[src/rtl/sha_ser_pkg.sv]
// Shared types, default sizes and helpers for the word-serial SHA datapath blocks.
package sha_ser_pkg;

    localparam int unsigned WORD_W_DEF    = 32;
    localparam int unsigned NUM_WORDS_DEF = 16;

    typedef enum logic {
        IDLE,
        SHIFT
    } pts_state_t;

    // Reverse byte order of a 32-bit word (big-endian <-> little-endian).
    function automatic logic [31:0] bswap32(input logic [31:0] w);
        return {w[7:0], w[15:8], w[23:16], w[31:24]};
    endfunction

endpackage

[src/rtl/pts_sr_16_ctrl_if.sv]
// Block-load / word-serial output bus of the parallel-to-serial message register.
interface pts_sr_16_ctrl_if #(
    parameter int unsigned NUM_WORDS = 16,
    parameter int unsigned WORD_W    = 32
);
    localparam int unsigned IDX_W = $clog2(NUM_WORDS);

    logic                          load_valid;
    logic                          load_ready;
    logic [NUM_WORDS*WORD_W-1:0]   parallel_in;
    logic [WORD_W-1:0]             serial_out;
    logic                          out_valid;
    logic                          out_ready;
    logic                          out_last;
    logic [IDX_W-1:0]              word_idx;

    // Block producer and word consumer side.
    modport master (
        output load_valid,
        output parallel_in,
        output out_ready,
        input  load_ready,
        input  serial_out,
        input  out_valid,
        input  out_last,
        input  word_idx
    );

    // Serializer side.
    modport slave (
        input  load_valid,
        input  parallel_in,
        input  out_ready,
        output load_ready,
        output serial_out,
        output out_valid,
        output out_last,
        output word_idx
    );

endinterface

[src/rtl/pts_sr.sv]
// Load/shift-enable parallel-to-serial register: top word is presented, shifts up with zero fill.
module pts_sr #(
    parameter int unsigned NUM_WORDS = 16,
    parameter int unsigned WORD_W    = 32
) (
    input  logic                        clk,
    input  logic                        n_rst,
    input  logic                        clr,
    input  logic                        load,
    input  logic                        shift,
    input  logic [NUM_WORDS*WORD_W-1:0] parallel_in,
    output logic [WORD_W-1:0]           top_word
);
    localparam int unsigned TOTAL_W = NUM_WORDS * WORD_W;

    logic [TOTAL_W-1:0] sr_q;

    // clr beats load beats shift.
    always_ff @(posedge clk or negedge n_rst) begin
        if (!n_rst) begin
            sr_q <= '0;
        end else if (clr) begin
            sr_q <= '0;
        end else if (load) begin
            sr_q <= parallel_in;
        end else if (shift) begin
            sr_q <= {sr_q[TOTAL_W-WORD_W-1:0], WORD_W'(0)};
        end
    end

    assign top_word = sr_q[TOTAL_W-1 -: WORD_W];

endmodule

[src/rtl/pts_sr_16_ctrl.sv]
// Serializes a NUM_WORDS x WORD_W block into words with valid/ready flow control, MS word first.
// Optional PTS_BYTE_SWAP_EN byte-reverses every emitted word for little-endian consumers.
module pts_sr_16_ctrl
    import sha_ser_pkg::*;
#(
    parameter int unsigned NUM_WORDS = NUM_WORDS_DEF,
    parameter int unsigned WORD_W    = WORD_W_DEF
) (
    input  logic                 clk,
    input  logic                 n_rst,
    input  logic                 clear,
    pts_sr_16_ctrl_if.slave      bus
);
    localparam int unsigned IDX_W = $clog2(NUM_WORDS);

    pts_state_t         state_q, state_d;
    logic [IDX_W-1:0]   idx_q, idx_d;
    logic               sr_load, sr_shift, sr_clr;
    logic               take, at_last;
    logic [WORD_W-1:0]  top_word;

    assign take    = (state_q == SHIFT) && bus.out_ready;
    assign at_last = (idx_q == IDX_W'(NUM_WORDS - 1));

    always_ff @(posedge clk or negedge n_rst) begin
        if (!n_rst) begin
            state_q <= IDLE;
            idx_q   <= '0;
        end else begin
            state_q <= state_d;
            idx_q   <= idx_d;
        end
    end

    // Next state, word counter and shift-register controls.
    always_comb begin
        state_d  = state_q;
        idx_d    = idx_q;
        sr_load  = 1'b0;
        sr_shift = 1'b0;
        sr_clr   = 1'b0;
        if (clear) begin
            state_d = IDLE;
            idx_d   = '0;
            sr_clr  = 1'b1;
        end else begin
            case (state_q)
                IDLE: begin
                    if (bus.load_valid) begin
                        state_d = SHIFT;
                        idx_d   = '0;
                        sr_load = 1'b1;
                    end
                end
                SHIFT: begin
                    if (take) begin
                        if (at_last) begin
                            idx_d = '0;
                            // A block waiting on the final handshake follows with no bubble.
                            if (bus.load_valid) begin
                                sr_load = 1'b1;
                            end else begin
                                state_d  = IDLE;
                                sr_shift = 1'b1;
                            end
                        end else begin
                            idx_d    = idx_q + IDX_W'(1);
                            sr_shift = 1'b1;
                        end
                    end
                end
            endcase
        end
    end

    pts_sr #(
        .NUM_WORDS (NUM_WORDS),
        .WORD_W    (WORD_W)
    ) u_sr (
        .clk         (clk),
        .n_rst       (n_rst),
        .clr         (sr_clr),
        .load        (sr_load),
        .shift       (sr_shift),
        .parallel_in (bus.parallel_in),
        .top_word    (top_word)
    );

    // The only combinational path: out_ready on the final word re-opens the load port.
    assign bus.load_ready = (state_q == IDLE) || (take && at_last);
    assign bus.out_valid  = (state_q == SHIFT);
    assign bus.out_last   = (state_q == SHIFT) && at_last;
    assign bus.word_idx   = idx_q;

`ifdef PTS_BYTE_SWAP_EN
    localparam int unsigned NUM_BYTES = WORD_W / 8;
    logic [WORD_W-1:0] swapped;

    // WORD_W is expected to be a whole number of bytes here.
    always_comb begin
        swapped = '0;
        for (int unsigned b = 0; b < NUM_BYTES; b++) begin
            swapped[b*8 +: 8] = top_word[(NUM_BYTES-1-b)*8 +: 8];
        end
    end

    assign bus.serial_out = swapped;
`else
    assign bus.serial_out = top_word;
`endif

endmodule

[src/flat_wrapper.sv]
// flat-port wrapper written by rule: the top's interface ports become plain ports
module pts_sr_16_ctrl_flat import sha_ser_pkg::*;
#(
    parameter int unsigned NUM_WORDS = NUM_WORDS_DEF,
    parameter int unsigned WORD_W    = WORD_W_DEF
)
  (clk, n_rst, clear, bus_load_valid, bus_parallel_in, bus_out_ready, bus_load_ready, bus_serial_out, bus_out_valid, bus_out_last, bus_word_idx);
  pts_sr_16_ctrl_if #(.NUM_WORDS(NUM_WORDS), .WORD_W(WORD_W)) bus_i ();
  input  logic clk;
  input  logic n_rst;
  input  logic clear;
  input wire logic [$bits(bus_i.load_valid)-1:0] bus_load_valid;
  input wire logic [$bits(bus_i.parallel_in)-1:0] bus_parallel_in;
  input wire logic [$bits(bus_i.out_ready)-1:0] bus_out_ready;
  output wire logic [$bits(bus_i.load_ready)-1:0] bus_load_ready;
  output wire logic [$bits(bus_i.serial_out)-1:0] bus_serial_out;
  output wire logic [$bits(bus_i.out_valid)-1:0] bus_out_valid;
  output wire logic [$bits(bus_i.out_last)-1:0] bus_out_last;
  output wire logic [$bits(bus_i.word_idx)-1:0] bus_word_idx;
  assign bus_i.load_valid = bus_load_valid;
  assign bus_i.parallel_in = bus_parallel_in;
  assign bus_i.out_ready = bus_out_ready;
  assign bus_load_ready = bus_i.load_ready;
  assign bus_serial_out = bus_i.serial_out;
  assign bus_out_valid = bus_i.out_valid;
  assign bus_out_last = bus_i.out_last;
  assign bus_word_idx = bus_i.word_idx;
  pts_sr_16_ctrl #(.NUM_WORDS(NUM_WORDS), .WORD_W(WORD_W)) u_core (.clk(clk), .n_rst(n_rst), .clear(clear), .bus(bus_i));
endmodule
[config.mk]
export PLATFORM = sky130hd
export DESIGN_NAME = pts_sr_16_ctrl_flat
export DESIGN_NICKNAME = d
export VERILOG_FILES = /design/src/rtl/sha_ser_pkg.sv /design/src/rtl/pts_sr_16_ctrl_if.sv /design/src/rtl/pts_sr.sv /design/src/rtl/pts_sr_16_ctrl.sv /design/src/flat_wrapper.sv
export SDC_FILE = /design/constraint.sdc
export NUM_CORES = 1
export LEC_CHECK = 0
export CORE_MARGIN = 5
export CORE_UTILIZATION = 54
export DETAILED_ROUTE_END_ITERATION = 12
export GPL_TIMING_DRIVEN = 0
export PLACE_DENSITY = 0.86
export SLEW_MARGIN = 25
export SYNTH_ARGS = -nofsm -noshare
export SYNTH_HDL_FRONTEND = slang
export SYNTH_SLANG_ARGS = --single-unit
[constraint.sdc]
create_clock -name clk -period 4.2 [get_ports clk]
set_clock_uncertainty 0.2 [all_clocks]
set_input_delay 0.84 -clock clk [delete_from_list [all_inputs] [get_ports clk]]
set_output_delay 0.84 -clock clk [all_outputs]
set_load 0.02 [all_outputs]
==> results of run 1 <==
sequential cells by signal, summed over array words and instances (netlist names):
name,flops
u_core.bus.word_idx,4
u_core.bus.out_valid,1
u_core.u_sr.sr_q,512
power by group:
group	switching [W]	internal (W)
registers	0.000274	0.00539
clock network	0.00200	0.00313
logic	0.000850	0.000957
area by class of cell:
cell class	instances	share of cell area (%)
flip-flops and latches	517	42.0
multi-input cells	1022	26.9
repair buffers	560	18.5
clock buffers	84	5.52
plain buffers	252	3.92
well taps	532	2.16
clock inverters	15	0.732
diodes	33	0.268
cells in the final DEF (no fill, tap or decap):
master           instances
nand3_1                  3
buf_2                   64
nand2b_1                 3
o21ai_0                  4
clkbuf_8                17
a21o_1                   2
buf_1                    8
and4_1                   1
clkinv_2                 9
a22o_1                  32
bufinv_16                6
buf_4                   40
o31ai_1                  1
buf_6                    4
nand2_1                  7
dfrtp_1                517
a21oi_1                  1
clkbuf_16               57
ha_1                     1
nor2_1                   2
buf_8                    1
nor2b_1                  2
buf_16                   5
clkdlybuf4s50_1        554
mux2i_1                  1
a221o_1                480
and3_1                 480
nand4_2                  1
diode_2                 33
clkbuf_1               146
a21oi_2                  1
per-stage QoR:
step	cell area, um^2	instances	total power [W]	worst slack [ns]	util (%)
final	30800	3015	0.0126	0.923	75.2
after global routing	30800	3006	0.0130	0.879	75.2
after CTS	30700	2982	0.0126	0.937	75.0
after detailed placement	28800	2883	0.00749	0.517	70.3
after global placement	28600	2878	0.00743	-19.82	70.0
after floorplan	22400	1791	0.00643	1.86	-
kinds of logic (layout without fill, tap and decap cells):
family | Yosys count | count (layout) | synth area share (%)
AND/OR/NAND/NOR | 499 | 499 | 13.9
adder cells (fa/ha/maj) | 1 | 1 | 0.0558
AO/OA/AOI/OAI | 521 | 521 | 22.9
multiplexers | 1 | 1 | 0.0447
buffers and inverters | 252 | 911 | 5.38
other | 0 | 33 | 0
flip-flops | 517 | 517 | 57.7
per-layer routing:
metal / global-route usage, % / up-vias / part of all wire [%]
met3: 11.1 / 274 / 11
met4: 15.9 / 38 / 5.1
li1: - / 8518 / -
met2: 60.7 / 1293 / 48
met1: 44.0 / 10200 / 35
met5: 0 / - / 0.30
worst paths after layout:
kind / slack, ns / end
max: 0.92 / bus_load_ready
min: 0.03 / u_core.u_sr.sr_q[353]
max reg2reg: 1.05 / u_core.u_sr.sr_q[285]
min reg2reg: 0.30 / u_core.u_sr.sr_q[19]
max in group asynchronous: 2.40 / u_core.u_sr.sr_q[14]
min in group clk: 0.30 / u_core.u_sr.sr_q[19]
==> results.md, run 1 <==
- Worst Hold Slack: ~0.031 ns
- Clock latency on the worst-skew pair: 0.59 ns
- CTS resizes: 0
- Yosys top cell by area: dfrtp_1
- Synth unique cells: 23
- Fmax: between 300 and 400 MHz
- Leakage: 15.5 nW
- Top Family by Delay on Critical Path: buffers and inverters
- Share of post-route cells with drive strength above 1: 8.37%
- Die area: 45700 um^2
- CP Buf/Inv Count: 2
- CTS Buf Count: between 50 and 60
- Crit share post-route: approximately four fifths
- Placer congestion estimate: 0.973
- Register area: 12900 um^2
- Die Span X: 214 um
- Top FF cell, synth: dfrtp_1
- DR vias: 20300
- Grt ovf: 0
- Fraction of registers with async set/reset: 100%
- Post-synthesis register bit count: 517
- Syn-to-layout area delta: 37.3%
- Synth warnings: 0
- CTS tree: done
- Setup TNS: 0 ns
- DP HPWL: 64.9 mm
- H-tree depth: 2
- Max cap viols: 0
- Fin nets: 2925
- Min Tclk post-route: 3.28 ns
- DRC errors left: 0
- CP Max Fanout: 4
- Global-route wire length before repair: 127 mm
- Worst Setup End Kind: output pin
- Synth Instances: 1791
- CP Launch Type: input pin
- Synthesized area per cell: 12.5 um^2
- Run status: complete, no violations
- Critical Path Stages: 4
- Drt initial violations: between 2000 and 2500
- PwrDens: 409 nW/um^2
- Vias in the first global route: approximately 21000
- Final Max Tran Viols: 0
- Rows: 74
- Mapped Nets: 2309
- Initial Util: 54.8%
- Worst VDD drop: 0.294 mV
- Total iterations of the first detailed-routing run: 6
- HP Class: in -> async
- DIE HEIGHT: 214 um
- Vias per inst: between 6 and 7
- Hold Violations, Final: 0
- Synth top area share: 57.7%
- CP max stage delay: 0.60 ns
- Fill count: between 2000 and 3000
- Crit path DAT: between 2 and 2.5 ns
- Slew HR: 52.2%
- Launch point of the critical path: bus_out_ready
- Final setup fails: 0
- Port bufs: 555
- Synthesized area: around 22000 um^2
- WP data required: 3.16 ns
- Cells along the critical path: clkdlybuf4s50_1 -> nand4_2 -> nand2_1 -> clkdlybuf4s50_1
- Final wirelength: 85.9 mm
- Number of flops mapped to enable cells by yosys: 0
- Post-route ant nets: 0
- Reg2reg start: u_core.bus.word_idx[0]
- GRT Overall Usage: 36.4%
- Hold Buf Count CTS: 0
- CTS root buffer: clkbuf_16
- Post-CTS Setup Bufs: 0
- Critical Path Slowest Stage Cell: clkdlybuf4s50_1
- Most frequent cells after synthesis: dfrtp_1 (517), a221o_1 (480), and3_1 (480)
- # IOs: 556
- Worst R2R Path Depth: 6
- Largest net degree at the start of global routing: 99
- Critical setup path kind: in -> out
- Count leader, synth: dfrtp_1
- Multi-input logic area: between 8000 and 9000 um^2
- Initial antenna violation count: 47
- Core area: 40900 um^2
- Synth area leaders: dfrtp_1 (58%), a221o_1 (21%), and3_1 (13%)
- Seq/Total Area, Yosys: 57.7%
- RSZ-0062 raised after global routing: no
- Worst-path clk slew: ~0.060 ns
- Worst Tran Pin Value: 0.717 ns
- CTS sink count: 517
- Routed wire per std cell: 28.5 um
- Most frequent CP cell: clkdlybuf4s50_1
- Clock Tree Buf Depth: 3
Note: power is estimated with default switching activity, not from simulation.
==> inputs of run 2 (changes only) <==
CORE_UTILIZATION = 50   (was 54)
PLACE_DENSITY = 0.81   (was 0.86)
clock period = 3.3 ns   (was 4.2 ns; I/O delays follow)
==> run 2 against run 1 <==
Against the previous run: global-route usage down 2.8 points; critical path type is now reg -> out; sequential power up 27%; sequential share of layout area about the same; wire length is 0.12% higher; design area barely moved; clock power up 21%; setup slack worse by 0.71 ns.
==> results.md, run 2 (same netlist as run 1, synthesis figures left out) <==
- Final Power: 0.0157 W (+25%)
- CTS tree: done
- CTS root buffer: clkbuf_16
- Final setup fails: 0 (unchanged)
- Max cap viols: 0 (unchanged)
- Vias in the first global route: 20700 (-0.74%)
- Rows: 77 (+4.1%)
- Crit path DAT: 2.23 ns (about the same)
- Die Span X: 222 um (+3.7%)
- Final wirelength: 86.0 mm (+0.12%)
- DP HPWL: 66.3 mm (+2.1%)
- RSZ-0062 raised after global routing: no
- Critical setup path kind: reg -> out
- Clock latency on the worst-skew pair: 0.61 ns (+0.02 ns)
- Critical Path Slowest Stage Cell: clkdlybuf4s50_1
- Drt initial violations: 2281 (-4.7%)
- CTS Buf Count: 54 (unchanged)
- Cells along the critical path: ha_1 -> nand4_2 -> nand2_1 -> clkdlybuf4s50_1
- HP Class: reg -> reg
- Placed Cells: 2944 (+2.1%)
- Final Max Tran Viols: 0 (unchanged)
- Top Family by Delay on Critical Path: buffers and inverters
- Post-route ant nets: 0 (unchanged)
- CP Buf/Inv Count: 1 (-1)
- CP Launch Type: register
- CP Max Fanout: 6 (+2)
- Placer congestion estimate: 0.981 (+0.84%)
- Leakage: 15.5 nW (-0.28%)
- # IOs: 556 (unchanged)
- Syn-to-layout area delta: 37.3% (about the same)
- Routed wire per std cell: 27.9 um (-1.9%)
- DR vias: 20000 (-1.3%)
- WP data required: 2.44 ns (-0.72 ns)
- Total iterations of the first detailed-routing run: 8 (+2)
- CTS sink count: 517 (unchanged)
- Worst Tran Pin Value: 0.695 ns (-0.0217 ns)
- PwrDens: 510 nW/um^2 (+25%)
- Run status: complete, no violations
- CP max stage delay: 0.61 ns (about the same)
- Fill count: 3187 (+18%)
- DIE HEIGHT: 222 um (+3.7%)
- Die area: 49200 um^2 (+7.6%)
- Core area: 44300 um^2 (+8.3%)
- H-tree depth: 2 (unchanged)
- Fin nets: 2927 (+0.068%)
- Max reg flops: 512 (unchanged)
- Hold Violations, Final: 0 (unchanged)
- Largest net degree at the start of global routing: 99 (unchanged)
- Grt ovf: 0 (unchanged)
- Post-CTS Setup Bufs: 0 (unchanged)
- Crit share post-route: 93.6%
- Largest reg by FF count: u_core.u_sr.sr_q
- Initial Util: 50.6% (-4.2 points)
- Slew HR: 53.7% (+1.4 points)
- Worst VDD drop: 0.385 mV (+31%)
- DRC errors left: 0 (unchanged)
- Commonest cells after routing, fill and taps aside: clkdlybuf4s50_1 (554), dfrtp_1 (517), and3_1 (480), a221o_1 (480), clkbuf_1 (151)
- Worst Setup End Kind: output pin
- GRT Overall Usage: 33.6% (-2.8 points)
- Fmax: 324 MHz
- Share of post-route cells with drive strength above 1: 8.23% (-0.13 points)
- Most common cell after layout, fill and taps aside: clkdlybuf4s50_1
- Vias per inst: 6.51 (-3.3%)
- Worst-path clk slew: 0.06 ns (about the same)
- Global-route wire length before repair: 128 mm (+1.2%)
- Min Tclk post-route: a little over 3 ns
- Clock Tree Buf Depth: 3 (unchanged)
- Non-filler cells, final: 3077 (+2.1%)
- Initial antenna violation count: 47 (unchanged)
- Port bufs: 555 (unchanged)
## run 2: area by class of cell
cell class	instances	area (um^2)	share of cell area, %
well taps	592	741	2.41
plain buffers	252	1210	3.92
clock buffers	89	1720	5.58
diodes	32	80.1	0.260
flip-flops and latches	517	12900	42.1
repair buffers	562	5740	18.6
clock inverters	11	80.1	0.260
multi-input cells	1022	8270	26.9
## run 2: path summary, 6_finish.rpt
path,start,to,slack (ns),depth (start not counted)
hold reg to reg,u_core.u_sr.sr_q[29],u_core.u_sr.sr_q[29],0.30,1
max in group asynchronous,n_rst,u_core.u_sr.sr_q[24],1.37,4
min in group asynchronous,n_rst,u_core.u_sr.sr_q[356],0.40,2
hold / removal,u_core.u_sr.sr_q[29],u_core.u_sr.sr_q[29],0.30,1
setup reg to reg,u_core.bus.word_idx[0],u_core.u_sr.sr_q[243],0.24,6
setup / recovery,u_core.bus.word_idx[0],bus_load_ready,0.21,4
## run 2: metal layers
metal,up-vias,global-route usage (%),routed length (um)
met3,241,9.37,8250
met5,-,0,250
li1,8530,-,-
met4,38,15.6,3980
met1,10100,41.4,31900
met2,1135,55.2,41600
## run 2: repair_timing
action / 4_1_cts / 5_1_grt
hold buffers: 1 / 0
setup endpoints to repair: 0 / 0
resized for setup: 0 / 0
hold endpoints to repair: 55 / 0
## run 2: per-stage QoR
stage | worst slack, ns | util, % | setup TNS (ns) | cell area, um^2 | hold slack (ns)
detailed placement | -0.181 | 65.2 | -8.65 | 28900 | 0.283
global route | 0.162 | 69.4 | 0 | 30700 | 0.311
floorplan | 1.04 | - | 0 | 22400 | 0.164
CTS | 0.227 | 69.2 | 0 | 30700 | 0.300
global placement | -20.75 | 64.8 | - | 28700 | 0.279
finish | 0.210 | 69.4 | 0 | 30800 | 0.299
## run 2: power breakdown
group	switching [W]	total (W)	internal (W)
Combinational	0.00108	0.00230	0.00122
Clock	0.00259	0.00620	0.00360
Sequential	0.000344	0.00720	0.00686
==> inputs of run 3 (changes only) <==
CORE_AREA = 5 5 211 213   (was default)
CORE_MARGIN = default   (was 5)
CORE_UTILIZATION = default   (was 50)
DIE_AREA = 0 0 216 218   (was default)
DONT_BUFFER_PORTS = 1   (was default)
PLACE_DENSITY = 0.68   (was 0.81)
==> run 3 against run 2 <==
Against the previous run: the flow now finishes with violations (hold timing); critical path depth rose by 3; power fell by 2.5%; final cell count fell by 4.1%; maximum frequency rose by 4.4%; design area fell by 3.0%; first-iteration DRC count rose by 11%; hold slack got worse by 0.75 ns; sequential power barely moved; register-to-register slack improved by 0.10 ns; sequential share of layout area rose by 1.3 points; critical path type is now reg -> reg; critical endpoint is now u_core.u_sr.sr_q[162].
==> results.md, run 3 (same netlist as run 1, synthesis figures left out) <==
- Run status: finished, violations left
- Failing checks: hold timing
- Vias in the first global route: 21100 (+1.6%)
- DP HPWL: 59.2 mm (-11%)
- Vias per inst: 6.78 (+4.1%)
- Final Max Tran Viols: 0 (unchanged)
- Drt initial violations: 2540 (+11%)
- Clock Tree Buf Depth: 3 (unchanged)
- Combinational power share: 12.7% (-1.9 points)
- H-tree depth: 2 (unchanged)
- Largest reg by FF count: u_core.u_sr.sr_q
- Worst Tran Pin Value: 1.18 ns (+0.483 ns)
- Sequential share of power: 47.2% (+1.3 points)
- Clock latency on the worst-skew pair: 0.62 ns (about the same)
- Fill count: 2919 (-8.4%)
- Most common cell after layout, fill and taps aside: dfrtp_1
- CP max stage delay: 0.55 ns (-0.06 ns)
- Worst VDD drop: 0.475 mV (+23%)
- Global-route wire length before repair: 128 mm (-0.29%)
- Share of post-route cells with drive strength above 1: 8.03% (-0.20 points)
- Setup TNS: 0 ns (unchanged)
- Core area: 42500 um^2 (-4.1%)
- Fin area: 29800 um^2 (-3.0%)
- Worst-path clk slew: 0.06 ns (about the same)
- Port bufs: 0 (-100%)
- Syn-to-layout area delta: 33.1%
- Initial antenna violation count: 29 (-38%)
- GRT Overall Usage: 34.8% (+1.2 points)
- HP Class: in -> async
- Rows: 76 (-1.3%)
- Total iterations of the first detailed-routing run: 6 (-2)
- Min Tclk post-route: 2.96 ns (-0.131 ns)
- WP data required: 3.59 ns (+1.15 ns)
- Fin nets: 2855 (-2.5%)
- CTS Buf Count: 54 (unchanged)
- Sw frac: 25.4% (-0.13 points)
- CTS root buffer: clkbuf_16
- DR vias: 20000 (-0.10%)
- Switching power: 0.00389 W (-3.0%)
- Crit path DAT: 3.25 ns (+1.02 ns)
- Post-route ant nets: 0 (unchanged)
- Int Power: 0.0114 W (-2.3%)
- Grt ovf: 0 (unchanged)
- Most frequent CP cell: clkbuf_1
- Die area: 47100 um^2 (-4.2%)
- CTS tree: done
- CTS sink count: 517 (unchanged)
- Max reg flops: 512 (unchanged)
- Max cap viols: 0 (unchanged)
- Cells along the critical path: ha_1 -> nand4_2 -> a21o_1 -> clkbuf_1 -> clkbuf_1 -> and3_1 -> a221o_1
- Fmax: 338 MHz (+4.4%)
- Routed wire per std cell: 28.8 um (+3.2%)
- Critical setup path kind: reg -> reg
- Clk pwr share: 40.1% (+0.6 points)
- Commonest cells after routing, fill and taps aside: dfrtp_1 (517), dlygate4sd3_1 (490), and3_1 (480), a221o_1 (480), clkbuf_1 (152)
- Critical Path Slowest Stage Cell: dfrtp_1
- Post-CTS Setup Bufs: 0 (unchanged)
- # IOs: 556 (unchanged)
- DIE HEIGHT: 218 um (-1.7%)
- Util after Layout: 70.2% (+0.78 points)
- Initial Util: 52.7% (+2.2 points)
- CP Max Fanout: 10 (+4)
- Final setup fails: 0 (unchanged)
- Leakage: 15.2 nW (-1.4%)
- Crit share post-route: 89.7% (-4.0 points)
- CP Launch Type: register
- Final wirelength: 85.1 mm (-0.99%)
- DRC errors left: 0 (unchanged)
- Largest net degree at the start of global routing: 518 (+420%)
- Worst Hold Slack: -0.451 ns (-0.749 ns)
- Die Span X: 216 um (-2.6%)
- Slew HR: 21.5% (-32 points)
- Post-placement cell area: 23100 um^2 (-20%)
- Hold Violations, Final: 517 (+517)
- Worst Setup End Kind: register
- PwrDens: 513 nW/um^2 (+0.54%)
- RSZ-0062 raised after global routing: no
- Placer congestion estimate: 0.923 (-5.9%)
==> run 3: power by group through the flow <==
| stage | Clock [W] | Combinational [W] | Sequential (W) |
|---|---|---|---|
| CTS | 0.00613 | 0.00188 | 0.00718 |
| global route | 0.00645 | 0.00207 | 0.00725 |
| floorplan | 0 | 0.00104 | 0.00714 |
| finish | 0.00614 | 0.00195 | 0.00722 |
| global placement | 0 | 0.00129 | 0.00727 |
| detailed placement | 0 | 0.00133 | 0.00729 |
==> run 3: what timing repair did <==
item / CTS / global route
resized for setup: 0 / 3
setup endpoints to repair: 0 / 96
hold endpoints to repair: 1004 / 520
hold buffers: 487 / 3
==> run 3: final timing paths <==
path / startpoint / end / slack (ns) / cells past startpoint
worst max-delay path: u_core.bus.word_idx[0] / u_core.u_sr.sr_q[162] / 0.34 / 7
worst max register to register: u_core.bus.word_idx[0] / u_core.u_sr.sr_q[162] / 0.34 / 7
worst min-delay path: n_rst / u_core.u_sr.sr_q[486] / -0.45 / 0
min in group clk: bus_parallel_in[425] / u_core.u_sr.sr_q[425] / 0.01 / 1
worst min register to register: u_core.u_sr.sr_q[16] / u_core.u_sr.sr_q[16] / 0.30 / 1
max in group asynchronous: n_rst / u_core.u_sr.sr_q[49] / 2.39 / 0
==> run 3: cell type report <==
cell class / count / area (um^2) / area share [%]
sequential: 517 / 12900 / 43.4
multi-input combinational: 1022 / 8280 / 27.7
timing repair buffer: 490 / 4900 / 16.4
clock buffer: 91 / 1700 / 5.70
buffer: 252 / 1210 / 4.05
tap: 546 / 683 / 2.29
antenna: 28 / 70.1 / 0.235
clock inverter: 6 / 58.8 / 0.197
==> run 3: metal layers <==
layer	routed length, um	global-route usage, %	share of wire [%]	vias to the layer above
li1	-	-	-	8388
met1	31100	42.5	37	10000
met2	42200	59.2	50	1281
met3	7800	9.30	9.2	289
met4	3910	14.1	4.6	6
met5	27	0	0.032	-
==> run 3: worst max-delay path: cells and delay by family (launching register included) <==
kind | cells | cell delay (ns)
flops | 1 | 0.55
simple gates | 2 | 0.47
compound gates | 2 | 0.58
buf+inv | 2 | 0.70
fa+ha+maj | 1 | 0.31
==> run 3: metrics by stage <==
step / instances / setup slack [ns] / power (W)
2_1_floorplan: 1791 / 1.04 / 0.00818
3_3_place_gp: 2337 / 0.0998 / 0.00857
3_5_place_dp: 2337 / 0.0620 / 0.00862
4_1_cts: 2921 / 0.0365 / 0.0152
5_1_grt: 2949 / 0.162 / 0.0158
6_report: 2952 / 0.341 / 0.0153
